## src/rtl/dq_sched_pkg.sv

```systemverilog
// Shared types and helpers for the DQ-bus read/write CAS scheduler.
package dq_sched_pkg;

   typedef enum logic [1:0] {
      DQ_RD    = 2'd0,
      DQ_RD2WR = 2'd1,
      DQ_WR    = 2'd2,
      DQ_WR2RD = 2'd3
   } dq_state_t;

   localparam logic DIR_RD = 1'b0;
   localparam logic DIR_WR = 1'b1;

   // Largest of the CAS spacing parameters; sizes the elapsed counter.
   function automatic int dq_max_timing(input int a, input int b, input int c,
                                        input int d, input int e);
      int m;
      m = a;
      if (b > m) m = b;
      if (c > m) m = c;
      if (d > m) m = d;
      if (e > m) m = e;
      return m;
   endfunction

endpackage

```

## src/rtl/dq_gap_counter.sv

```systemverilog
// Saturating count of cycles since the last granted CAS; reloads to 1 the
// cycle after a grant.
module dq_gap_counter #(
   parameter int W = 5
) (
   input  logic         clk,
   input  logic         rst,
   input  logic         grant,
   output logic [W-1:0] elapsed
);

   localparam logic [W-1:0] ONE = {{(W-1){1'b0}}, 1'b1};

   logic [W-1:0] elapsed_r;

   // Elapsed-cycle register, saturating at all-ones.
   always_ff @(posedge clk or negedge rst) begin
      if (!rst) begin
         elapsed_r <= {W{1'b1}};
      end else if (grant) begin
         elapsed_r <= ONE;
      end else if (elapsed_r != {W{1'b1}}) begin
         elapsed_r <= elapsed_r + ONE;
      end else begin
         elapsed_r <= elapsed_r;
      end
   end

   assign elapsed = elapsed_r;

endmodule

```

## src/rtl/dq_rdwr_scheduler.sv

```systemverilog
// Read/write CAS scheduler for one channel's DQ bus: one grant per cycle,
// tCCD/tRTW/tWTR spacing and a per-direction burst limit.
module dq_rdwr_scheduler
   import dq_sched_pkg::*;
#(
   parameter int BG_WIDTH  = 2,
   parameter int tCCDS     = 4,
   parameter int tCCDL     = 6,
   parameter int tRTW      = 8,
   parameter int tWTRS     = 12,
   parameter int tWTRL     = 16,
   parameter int MAX_BURST = 4
) (
   input  logic                clk,
   input  logic                rst,
   input  logic                rdReq,
   input  logic [BG_WIDTH-1:0] rdBG,
   input  logic                wrReq,
   input  logic [BG_WIDTH-1:0] wrBG,
   input  logic                casHold,
   output logic                rdGnt,
   output logic                wrGnt,
   output logic                dqDir
);

   localparam int EW = $clog2(dq_max_timing(tCCDS, tCCDL, tRTW, tWTRS, tWTRL) + 1);
   localparam int BW = $clog2(MAX_BURST + 1);

   localparam logic [EW-1:0] G_CCDS = EW'(tCCDS);
   localparam logic [EW-1:0] G_CCDL = EW'(tCCDL);
   localparam logic [EW-1:0] G_RTW  = EW'(tRTW);
   localparam logic [EW-1:0] G_WTRS = EW'(tWTRS);
   localparam logic [EW-1:0] G_WTRL = EW'(tWTRL);
   localparam logic [BW-1:0] BURST_ONE = {{(BW-1){1'b0}}, 1'b1};
   localparam logic [BW-1:0] BURST_MAX = BW'(MAX_BURST);

   dq_state_t           state_r, state_nxt_s;
   logic [EW-1:0]       elapsed_s;
   logic [BW-1:0]       burst_cnt_r;
   logic [BG_WIDTH-1:0] last_bg_r;
   logic                last_was_wr_r;
   logic [EW-1:0]       rd_gap_s, wr_gap_s;
   logic                rd_legal_s, wr_legal_s, burst_max_s;
   logic                rd_gnt_s, wr_gnt_s, any_gnt_s;

   dq_gap_counter #(.W(EW)) u_gap (
      .clk     (clk),
      .rst     (rst),
      .grant   (any_gnt_s),
      .elapsed (elapsed_s)
   );

   // Required gap for each candidate, given the direction and bank group of the last CAS.
   always_comb begin
      rd_gap_s = G_CCDS;
      wr_gap_s = G_RTW;
      if (last_was_wr_r == DIR_WR) begin
         rd_gap_s = (rdBG == last_bg_r) ? G_WTRL : G_WTRS;
         wr_gap_s = (wrBG == last_bg_r) ? G_CCDL : G_CCDS;
      end else begin
         rd_gap_s = (rdBG == last_bg_r) ? G_CCDL : G_CCDS;
         wr_gap_s = G_RTW;
      end
   end

   assign rd_legal_s  = rdReq && !casHold && (elapsed_s >= rd_gap_s);
   assign wr_legal_s  = wrReq && !casHold && (elapsed_s >= wr_gap_s);
   assign burst_max_s = (burst_cnt_r == BURST_MAX);

   // Next-state and grant decode; a direction at its burst limit yields while the other waits.
   always_comb begin
      state_nxt_s = state_r;
      rd_gnt_s    = 1'b0;
      wr_gnt_s    = 1'b0;
      case (state_r)
         DQ_RD: begin
            rd_gnt_s = rd_legal_s && !(wrReq && burst_max_s);
            if (wrReq && (!rdReq || burst_max_s)) state_nxt_s = DQ_RD2WR;
            else                                  state_nxt_s = DQ_RD;
         end
         DQ_RD2WR: begin
            if (wr_legal_s) begin
               wr_gnt_s    = 1'b1;
               state_nxt_s = DQ_WR;
            end else if (!wrReq && rdReq) begin
               state_nxt_s = DQ_RD;
            end else begin
               state_nxt_s = DQ_RD2WR;
            end
         end
         DQ_WR: begin
            wr_gnt_s = wr_legal_s && !(rdReq && burst_max_s);
            if (rdReq && (!wrReq || burst_max_s)) state_nxt_s = DQ_WR2RD;
            else                                  state_nxt_s = DQ_WR;
         end
         DQ_WR2RD: begin
            if (rd_legal_s) begin
               rd_gnt_s    = 1'b1;
               state_nxt_s = DQ_RD;
            end else if (!rdReq && wrReq) begin
               state_nxt_s = DQ_WR;
            end else begin
               state_nxt_s = DQ_WR2RD;
            end
         end
         default: begin
            state_nxt_s = DQ_RD;
         end
      endcase
   end

   assign any_gnt_s = rd_gnt_s || wr_gnt_s;

   // State, burst count and last-CAS bookkeeping.
   always_ff @(posedge clk or negedge rst) begin
      if (!rst) begin
         state_r       <= DQ_RD;
         burst_cnt_r   <= {BW{1'b0}};
         last_bg_r     <= {BG_WIDTH{1'b0}};
         last_was_wr_r <= DIR_RD;
      end else begin
         state_r <= state_nxt_s;
         if (any_gnt_s) begin
            last_bg_r     <= rd_gnt_s ? rdBG : wrBG;
            last_was_wr_r <= wr_gnt_s ? DIR_WR : DIR_RD;
            if (state_r == DQ_RD2WR || state_r == DQ_WR2RD) begin
               burst_cnt_r <= BURST_ONE;
            end else if (!burst_max_s) begin
               burst_cnt_r <= burst_cnt_r + BURST_ONE;
            end else begin
               burst_cnt_r <= burst_cnt_r;
            end
         end else begin
            last_bg_r     <= last_bg_r;
            last_was_wr_r <= last_was_wr_r;
            burst_cnt_r   <= burst_cnt_r;
         end
      end
   end

   assign rdGnt = rd_gnt_s;
   assign wrGnt = wr_gnt_s;
   assign dqDir = (state_r == DQ_WR || state_r == DQ_RD2WR) ? DIR_WR : DIR_RD;

endmodule
```

## config.mk

```make
export PLATFORM = sky130hd
export DESIGN_NAME = dq_rdwr_scheduler
export DESIGN_NICKNAME = d
export VERILOG_FILES = /design/src/rtl/dq_sched_pkg.sv /design/src/rtl/dq_gap_counter.sv /design/src/rtl/dq_rdwr_scheduler.sv
export SDC_FILE = /design/constraint.sdc
export NUM_CORES = 1
export LEC_CHECK = 0
export ABC_AREA = 0
export BUFFER_PORTS_ARGS = -buffer_cell sky130_fd_sc_hd__buf_4
export CAP_MARGIN = 20
export CORE_MARGIN = 1
export CORE_UTILIZATION = 50
export CTS_CLUSTER_SIZE = 24
export DETAILED_ROUTE_END_ITERATION = 16
export GPL_ROUTABILITY_DRIVEN = 0
export PLACE_DENSITY_LB_ADDON = 0.1
export SLEW_MARGIN = 10
export SYNTH_ARGS = -nofsm -noshare
export SYNTH_HDL_FRONTEND = slang
export SYNTH_SLANG_ARGS = --single-unit
```

## constraint.sdc

```tcl
create_clock -name clk -period 2.8 [get_ports clk]
set_input_delay 0.14 -clock clk [delete_from_list [all_inputs] [get_ports clk]]
set_output_delay 0.14 -clock clk [all_outputs]
set_load 0.03 [all_outputs]
```

---- Yosys cells after proc, flatten, opt, wreduce, memory -nomap -nowiden ----
Cells that the tools add are included.
Widths: inputs -> output; s select.
storage, ports and cells
  input port bits ......................... 9
  bits in registers ....................... 13
  output and inout port bits .............. 3
  logic and storage cells ................. 65
cells by class
  $lt $le $gt $ge ......................... 2
  reductions and logical operators ........ 25
  equality and inequality tests ........... 8
  multiplexer cells ....................... 23
  add/subtract/negate cells ............... 2
operator list
  kind                 count
  $mux 5               4
  $logic_and 1x1->1    12
  $ge 5x5->1           2
  $mux 2               5
  $mux 1               8
  $pmux 2 s4           1
  $mux 3               2
  $add 5x1->5 const B  1
  $logic_not 1->1      5
  $logic_or 1x1->1     5
  $ne 5x5->1 const B   1
  $eq 2x2->1           2
  $eq 2x2->1 const B   2
  $mux 4               1
  $pmux 1 s2           2
  $add 3x1->3 const B  1
  $eq 3x3->1 const B   1
  $eq 2x1->1 const B   1
  $logic_not 2->1      1
  $ne 2x1->1 const B   1
  $reduce_and 2->1     1
  $reduce_bool 2->1    1

---- Depth between registers and ports, before layout ----
Gate-level depths: netlist of the first run.
  depth in word-level cells ............... 9
  gate-level depth with buffers ........... 10
  gate-level depth less buffers ........... 10

---- Hierarchy ----
Synthesis of the first run repeated with hierarchy kept, for this count alone.
second synthesis, totals
  cell total of the unflattened synthesis .. 114
  area total of the unflattened synthesis .. 1082.3 um2
modules (own cells, without submodules)
  module             times used  seq. area each (um2)  cells each  area an instance (um2)
  dq_rdwr_scheduler  1           200.2                 94          837.1
  dq_gap_counter     1           131.4                 20          245.2

---- Least setup slack after synthesis of the first run ----
OpenSTA, ideal clock, no wires.
  path kind ............................... reg-to-reg
  from .................................... register last_bg_r[0]
  to ...................................... register burst_cnt_r[1]
  stages on the path, launching flop included .. 10
  library setup time ...................... 0.120 ns
  arrival time ............................ 1.945 ns
  clock period less this slack ............ 2.065 ns
  data required time ...................... 2.680 ns
  setup slack ............................. 0.735 ns
  path buffers ............................ 0
  path through ............................ dfrtp_1 > xnor2_1 > nand2_1 > nor2_1 > inv_1 > ha_1 > nor2b_1 > o311ai_4 > o22ai_4 > a41o_1
between the ends
  word-level cells in the longest chain between the ends .. 9
  elaborated cells on any way between the ends .. 19
  classes of those cells .................. 2 x order compare; 2 x eq/ne; 9 x mux; 6 x reduce/logical
ends and longest elaborated chain
  element                               RTL line                                                                   text
  start: declaration                    dq_rdwr_scheduler.sv:40                                                    logic [BG_WIDTH-1:0] last_bg_r;
  start signal: assignment              dq_rdwr_scheduler.sv:119                                                   last_bg_r <= {BG_WIDTH{1'b0}};
  start signal: assignment              dq_rdwr_scheduler.sv:124                                                   last_bg_r <= rd_gnt_s ? rdBG : wrBG;
  start signal: assignment              dq_rdwr_scheduler.sv:134                                                   last_bg_r <= last_bg_r;
  $eq 2x2->1 (on tied branches)         dq_rdwr_scheduler.sv:58, dq_rdwr_scheduler.sv:61, dq_rdwr_scheduler.sv:59
  $mux 2, or another cell as far along  dq_rdwr_scheduler.sv:61                                                    rd_gap_s = (rdBG == last_bg_r) ? G_CCDL : G_CCDS;
  $mux 5 or $mux 4 (tied branches)      dq_rdwr_scheduler.sv:57                                                    if (last_was_wr_r == DIR_WR) begin
  $ge 5x5->1 (on tied branches)         dq_rdwr_scheduler.sv:66, dq_rdwr_scheduler.sv:67
  $logic_and 1x1->1 (on tied branches)  dq_rdwr_scheduler.sv:66, dq_rdwr_scheduler.sv:67
  $mux 1, or another cell as far along  dq_rdwr_scheduler.sv:97                                                    if (rd_legal_s) begin
  $pmux 1 s2                            dq_rdwr_scheduler.sv:75                                                    case (state_r)
  $logic_or 1x1->1 *                    dq_rdwr_scheduler.sv:112                                                   assign any_gnt_s = rd_gnt_s || wr_gnt_s;
  $reduce_and 2->1 (no line) *          -
  end signal: assignment                dq_rdwr_scheduler.sv:118                                                   burst_cnt_r <= {BW{1'b0}};
  end signal: assignment                dq_rdwr_scheduler.sv:129                                                   burst_cnt_r <= burst_cnt_r + BURST_ONE;
  end signal: assignment                dq_rdwr_scheduler.sv:131                                                   burst_cnt_r <= burst_cnt_r;
  end: declaration                      dq_rdwr_scheduler.sv:39                                                    logic [BW-1:0] burst_cnt_r;
Mark *: on every way between the ends. The rest lies on a longest branch, timed or not.
A chain may end at the register's enable or synchronous reset.

---- Final worst setup path of the first run ----
  from .................................... register last_bg_r[1]
  to ...................................... output port rdGnt
between the ends
  word-level cells in the longest chain between the ends .. 7
  elaborated cells on any way between the ends .. 9
  classes of those cells .................. 1 x order compare; 1 x eq/ne; 5 x mux; 2 x reduce/logical
ends and longest elaborated chain
  element                                      RTL line                                          text
  $eq 2x2->1 *                                 dq_rdwr_scheduler.sv:58, dq_rdwr_scheduler.sv:61
  $mux 2 or $mux 5 (tied branches)             dq_rdwr_scheduler.sv:61, dq_rdwr_scheduler.sv:58
  $mux 5 *                                     dq_rdwr_scheduler.sv:57
  $ge 5x5->1 *                                 dq_rdwr_scheduler.sv:66                           assign rd_legal_s = rdReq && !casHold && (elapsed_s >= rd_gap_s);
  $logic_and 1x1->1 *                          dq_rdwr_scheduler.sv:66
  $mux 1 or $logic_and 1x1->1 (tied branches)  dq_rdwr_scheduler.sv:97, dq_rdwr_scheduler.sv:77
  $pmux 1 s2 *                                 dq_rdwr_scheduler.sv:75
  end: declaration                             dq_rdwr_scheduler.sv:21                           output logic rdGnt,
Marked as above.

==> results of run 1 <==
[power groups by stage]
| stage | clock network, W | registers, W | logic [W] |
|---|---|---|---|
| 2_1_floorplan | 0 | 0.000388 | 0.000668 |
| 3_3_place_gp | 0 | 0.000416 | 0.000812 |
| 3_5_place_dp | 0 | 0.000421 | 0.000835 |
| 4_1_cts | 0.000124 | 0.000417 | 0.000840 |
| 5_1_grt | 0.000132 | 0.000437 | 0.000945 |
| 6_report | 0.000119 | 0.000417 | 0.000838 |
[sequential cells by signal (all words and copies together), names as in the netlist]
name	flops
last_was_wr_r	1
last_bg_r	2
state_r	2
burst_cnt_r	3
u_gap.elapsed	5
[what timing repair did]
action	CTS	global route
hold buffers	1	0
endpoints found under the hold margin	13	0
endpoints found under the setup margin	0	0
[layout by cell type, fill, tap and decap left out, drive strengths merged, types with 3 or more instances in the layout]
cell type  Yosys  final
ha            16     16
inv           13     13
buf            0     11
nor2           9      9
nand2          8      8
dfrtp          8      8
a21oi          6      6
nand3          5      5
dfstp          5      5
xor2           4      4
nand2b         4      4
xnor2          3      3
nand4b         3      3
a32oi          3      3
clkbuf         0      3
[worst max-delay path: cells and delay by family, from the launching register on]
kind	cells	cell delay [ns]
DFF	1	0.42
and+or+nand+nor	4	0.64
xor gates and xnor gates	1	0.18
adders and majority gates	1	0.28
buffers and inverters	3	0.29
AOI/OAI and AO/OA	1	0.31
[area by class of cell]
type	instances	share of cell area, %
clock buffers	3	1.791
clock inverters	1	0.3980
inverters	13	3.881
multi-input cells	91	57.51
flip-flops and latches	13	26.37
well taps	27	2.687
repair buffers	12	7.363
[worst max path at each step]
stage / slack, ns / start / endpoint / cells after the start
floorplan: 0.74 / last_bg_r[0]$_DFFE_PN0P_ / burst_cnt_r[1]$_DFFE_PN0P_ / 9
global placement: 0.64 / last_bg_r[0]$_DFFE_PN0P_ / burst_cnt_r[1]$_DFFE_PN0P_ / 9
detailed placement: 0.52 / last_bg_r[1]$_DFFE_PN0P_ / burst_cnt_r[1]$_DFFE_PN0P_ / 9
CTS: 0.24 / last_bg_r[1]$_DFFE_PN0P_ / rdGnt / 10
global route: 0.07 / last_bg_r[1]$_DFFE_PN0P_ / rdGnt / 10
finish: 0.24 / last_bg_r[1]$_DFFE_PN0P_ / rdGnt / 10
[kinds of logic (layout without fill, tap and decap cells)]
logic type / count (synthesis) / in the layout / synth area share (%)
xor gates and xnor gates: 7 / 7 / 5.556
DFF: 13 / 13 / 30.05
AOI/OAI and AO/OA: 27 / 27 / 21.09
muxes: 2 / 2 / 1.814
buffers and inverters: 13 / 29 / 4.422
and+or+nand+nor: 39 / 39 / 18.93
adders and majority gates: 16 / 16 / 18.14
[through the flow]
stage	utilization (%)	power (W)	hold WS, ns	worst slack (ns)
after floorplan	-	0.001056	-0.1556	0.7351
after global placement	60.33	0.001228	-0.002517	0.6364
after detailed placement	60.33	0.001256	-0.004916	0.5161
after CTS	62.19	0.001381	0.08827	0.2351
after global routing	62.19	0.001513	0.1053	0.07189
final	62.19	0.001374	0.08928	0.2400
[routing by layer]
layer	share of wire (%)	global-route usage, %	routed length, microns	vias to the layer above
met2	44	33.56	989	32
li1	-	-	-	458
met4	1.3	5.882	29	0
met3	5.5	5.919	123	4
met5	0	0	0	-
met1	49	28.43	1111	429
==> flow_summary.yaml, run 1 <==
run_status:
  status: "finished clean"
timing:
  maxSlewHeadroom_pct: 70.94
  worst_pin_slew_ns: 0.4339
  clock_skew_ns: 0.006145
  setup_violations: 0
  final.setup.tns_ns: 0
  period_needed_ns: 2.560
  post-route-period-util_pct: 91.43
  fmax_ghz: 0.3906
  hold_viol: 0
  drv_slew: 0
  rsz0062_at_grt: "false"
critical_path:
  cp.required_ns: 2.66
  crit_chain: "xnor2_1, nand2_1, nor2_1, inv_1, ha_1, nor2b_1, o311a_1, nand2_1, inv_1, buf_4"
  arrival_ns: 2.42
  crit_path_end_kind: "primary output"
  r2r_slack_ns: 0.50
  worstReg2RegEnd: "burst_cnt_r[1]$_DFFE_PN0P_"
  reg2reg_depth: 9
  regToRegStartpoint: "last_bg_r[1]$_DFFE_PN0P_"
  slowest_stage: "dfrtp_1"
  critPathLaunchType: "flip-flop"
  critPathMaxFanout: 5
  critPathMaxStageDelay_ns: 0.42
  crit_type: "flip-flop to primary output"
cells_and_area:
  fill_cells: 179
  design_area_sq_um: 1257
  finalNonFillerCells: 160
  antennaDiodeCount: 0
  final_net_count: 159
  multiInputGateArea_sq_um: 723.2
  regArea_sq_um: 331.6
  drive_gt1_share_pct: 18.80
  syn2layout_area_growth_pct: 13.95
logic_synthesis:
  syn_area_sq_um: 1104
  ys_seq_area_share_pct: 30.05
  netlist_instances: 117
  synth_fp_nets: 142
  ys_ff_latch: 13
  yosys.area.top_type: "dfrtp_1"
  synth_warnings: 0
  synth_cell_types: 36
  avgSynthCellArea_sq_um: 9.432
  synthArstFlopShare_pct: 100.0
  synth.most_common_cell: "ha_1"
  synth_area_leaders: "dfrtp_1, ha_1, dfstp_2"
  yosys.area.top_type_share_pct: 18.14
  synth_enable_flop_cells: 0
  synthFlopType: "dfrtp_1"
  ys_top_cells_by_count: "ha_1, inv_1, nor2_1"
detailed_routing:
  drtPass1Iterations: 4
  wl_mm: 2.253
  wl_per_cell_microns: 14.08
  drt_first_iter_violations: 17
  drtAntennaViolNets: 0
  vias_per_cell: 5.769
  drcViolationCount: 0
  via_count: 923
die:
  die_x_microns: 48.98
  coreArea_sq_um: 2022
  dieArea_sq_um: 2399
  ioPinCount: 12
  die_y_microns: 48.98
  rows: 16
  start_util_pct: 54.58
clock_tree:
  root_buffer: "clkbuf_4"
  clock_latency_ns: 0.29
  cts_tree: "built"
  ctsResizeCount: 0
  max-clock-path-buffers: 2
  cts_buffers: 3
  path_clk_slew_ns: 0.08
  htreeDepth: 1
  cts_num_sinks: 13
  postCtsSetupBuffers: 0
place:
  dp_cells: 155
  port_buffers: 11
  dp_hpwl_mm: 1.809
  dpl_cell_area_sq_um: 1220
power:
  p_seq_share_pct: 30.4
  internal_power_w: 0.0007229
  clkPwrFrac_pct: 8.6
  switchingPower_w: 0.0006513
  powerDensity_nw_per_um2: 1093
  combPwrFrac_pct: 61.0
  p_leak_nw: 0.5950
  ir_worst_vdd_uv: 614.3
  netSwitchingFraction_pct: 47.39
worst_hold_path:
  min_from: "wrBG[1]"
  worstHoldPathCells: 3
  hp-class: "input port to flip-flop"
  hold_end: "last_bg_r[1]$_DFFE_PN0P_"
global_route:
  grt_start_max_net_pins: 14
  antenna_found_initial: 0
  grt_pass1_vias: 858
  grt_pass1_wl_mm: 3.884
  overflow: 0
  grt_usage_pct: 21.31
flow_run:
  cap_viol_max_count: 0
No activity file was read; power rests on OpenSTA's default activity.
==> run 2, diff against run 1 <==
--- a/config.mk
+++ b/config.mk
@@ -9,7 +9,7 @@
 export BUFFER_PORTS_ARGS = -buffer_cell sky130_fd_sc_hd__buf_4
 export CAP_MARGIN = 20
 export CORE_MARGIN = 1
-export CORE_UTILIZATION = 50
+export CORE_UTILIZATION = 35
 export CTS_CLUSTER_SIZE = 24
 export DETAILED_ROUTE_END_ITERATION = 16
 export GPL_ROUTABILITY_DRIVEN = 0
==> run 2 against run 1 <==
Against the previous run:
- wire length increased by 6.9%
- combinational power hardly changed
- highest routed layer unchanged
- sequential cell count did not move
- setup slack improved by 0.088 ns
- largest power group unchanged
- register-to-register slack better by 0.05 ns
- first-iteration DRC count up 140%
- global-route usage down 4.7 points
- utilization fell by 20 points
- critical endpoint unchanged
- worst hold slack improved by 0.026 ns
- fmax rose by 3.6%
- non-clock buffer count did not move
==> flow_summary.yaml, run 2 (synthesis gave the netlist of run 1 again) <==
critical_path:
  crit_path_end_kind: "primary output"
  path_delay_family: "simple AND/OR/NAND/NOR gates"
  crit_type: "flip-flop to primary output"
  critPathLaunchType: "flip-flop"
  crit_chain: "xnor2_1, nand2_1, nor2_1, inv_1, ha_1, nor2b_1, o311a_1, nand2_1, inv_1, buf_4"
  critPathMaxStageDelay_ns: 0.43
  crit_buf_inv: 3
  arrival_ns: 2.33
  critPathMaxFanout: 5
  slowest_stage: "dfrtp_1"
  cp.required_ns: 2.66
die:
  ioPinCount: 12
  coreArea_sq_um: 3028
  dieArea_sq_um: 3381
  start_util_pct: 36.45
  rows: 20
  die_x_microns: 58.15
  die_y_microns: 58.15
detailed_routing:
  drtPass1Iterations: 4
  via_count: 913
  drt_first_iter_violations: 41
  drcViolationCount: 0
  wl_per_cell_microns: 13.60
  vias_per_cell: 5.158
  drtAntennaViolNets: 0
  wl_mm: 2.408
place:
  port_buffers: 11
  dp_hpwl_mm: 1.949
  dpl_cell_area_sq_um: 1241
timing:
  worst_pin_slew_ns: 0.4026
  final.setup.tns_ns: 0
  setup_violations: 0
  rsz0062_at_grt: "false"
  clock_skew_ns: 0.001899
  hold_viol: 0
  maxSlewHeadroom_pct: 73.04
  period_needed_ns: 2.472
  drv_slew: 0
  post-route-period-util_pct: 88.27
  fmax_ghz: 0.4046
  hold_ws_ns: 0.1148
clock_tree:
  htreeDepth: 1
  cts_buffers: 3
  cts_num_sinks: 13
  clock_latency_ns: 0.27
  cts_tree: "built"
  ctsResizeCount: 0
  root_buffer: "clkbuf_4"
  max-clock-path-buffers: 2
  path_clk_slew_ns: 0.09
cells_and_area:
  drive_gt1_share_pct: 18.05
  syn2layout_area_growth_pct: 15.76
  largest_reg_flops: 5
  antennaDiodeCount: 0
  design_area_sq_um: 1277
  final_net_count: 159
  final_common_cell: "ha_1"
  final_cell_mix: "ha_1, inv_1, buf_4"
global_route:
  grt_usage_pct: 16.59
  overflow: 0
  grt_start_max_net_pins: 14
  antenna_found_initial: 0
  grt_pass1_wl_mm: 4.264
  grt_pass1_vias: 936
power:
  p_leak_nw: 0.5923
  powerDensity_nw_per_um2: 1076
  ir_worst_vdd_uv: 400.3
run_status:
  status: "finished clean"
flow_run:
  cap_viol_max_count: 0
worst_hold_path:
  hp-class: "input port to flip-flop"
==> run 2: cell types whose count changed in the layout (fill, tap and decap cells not counted), sizes merged <==
cell,before,now
clkbuf,3,4
clkinv,1,0
==> run 2: timing repair <==
item,in CTS,in global routing
buffers inserted,0,0
hold buffers,1,0
endpoints found under the hold margin,13,0
setup endpoints to repair,0,0
==> run 2: routing by layer <==
metal | routed length [microns] | vias to the layer above | track usage (%) | share of wire (%)
met3 | 61 | 2 | 3.348 | 2.5
met1 | 1086 | 443 | 20.42 | 45
met2 | 1241 | 8 | 29.56 | 52
met5 | 0 | - | 0 | 0
met4 | 19 | 0 | 4.082 | 0.79
li1 | - | 460 | - | -
==> run 2: worst min-delay path: stages <==
cell,delay [ns]
buf_4,0.09
a32oi_1,0.05
o21ai_0,0.07
==> run 2: power breakdown <==
group	switching, W	leakage, nW	internal, W
Clock	0.0000678	0.0150	0.0000551
Sequential	0.000105	0.151	0.000310
Combinational	0.000476	0.427	0.000360
Total	0.000649	0.592	0.000725
==> run 2: cell type report <==
class,instances,area (sq um)
Fill cell,310,1750
Multi-Input combinational cell,91,723.2
Sequential cell,13,331.6
Timing Repair Buffer,12,92.59
Tap cell,44,55.05
Inverter,13,48.80
Clock buffer,4,26.28
==> run 2: path summary, 6_finish.rpt <==
kind	startpoint	slack (ns)	end	depth (start not counted)
setup / recovery	last_bg_r[0]$_DFFE_PN0P_	0.33	rdGnt	10
hold / removal	wrBG[1]	0.11	last_bg_r[1]$_DFFE_PN0P_	3
setup reg to reg	last_bg_r[0]$_DFFE_PN0P_	0.55	burst_cnt_r[1]$_DFFE_PN0P_	9
hold reg to reg	u_gap.elapsed[1]$_DFFE_PN1P_	0.58	u_gap.elapsed[1]$_DFFE_PN1P_	2
max in group asynchronous	rst	2.32	u_gap.elapsed[3]$_DFFE_PN1P_	2
min in group asynchronous	rst	0.24	state_r[1]$_DFF_PN0_	2
==> run 2: stage by stage <==
stage	setup WS, ns	power, W	std cells	util, %
floorplan	0.7351	0.001056	117	-
global placement	0.6228	0.001244	172	40.99
detailed placement	0.5346	0.001262	172	40.99
CTS	0.2998	0.001394	177	42.19
global route	0.1517	0.001528	177	42.19
finish	0.3285	0.001375	177	42.19
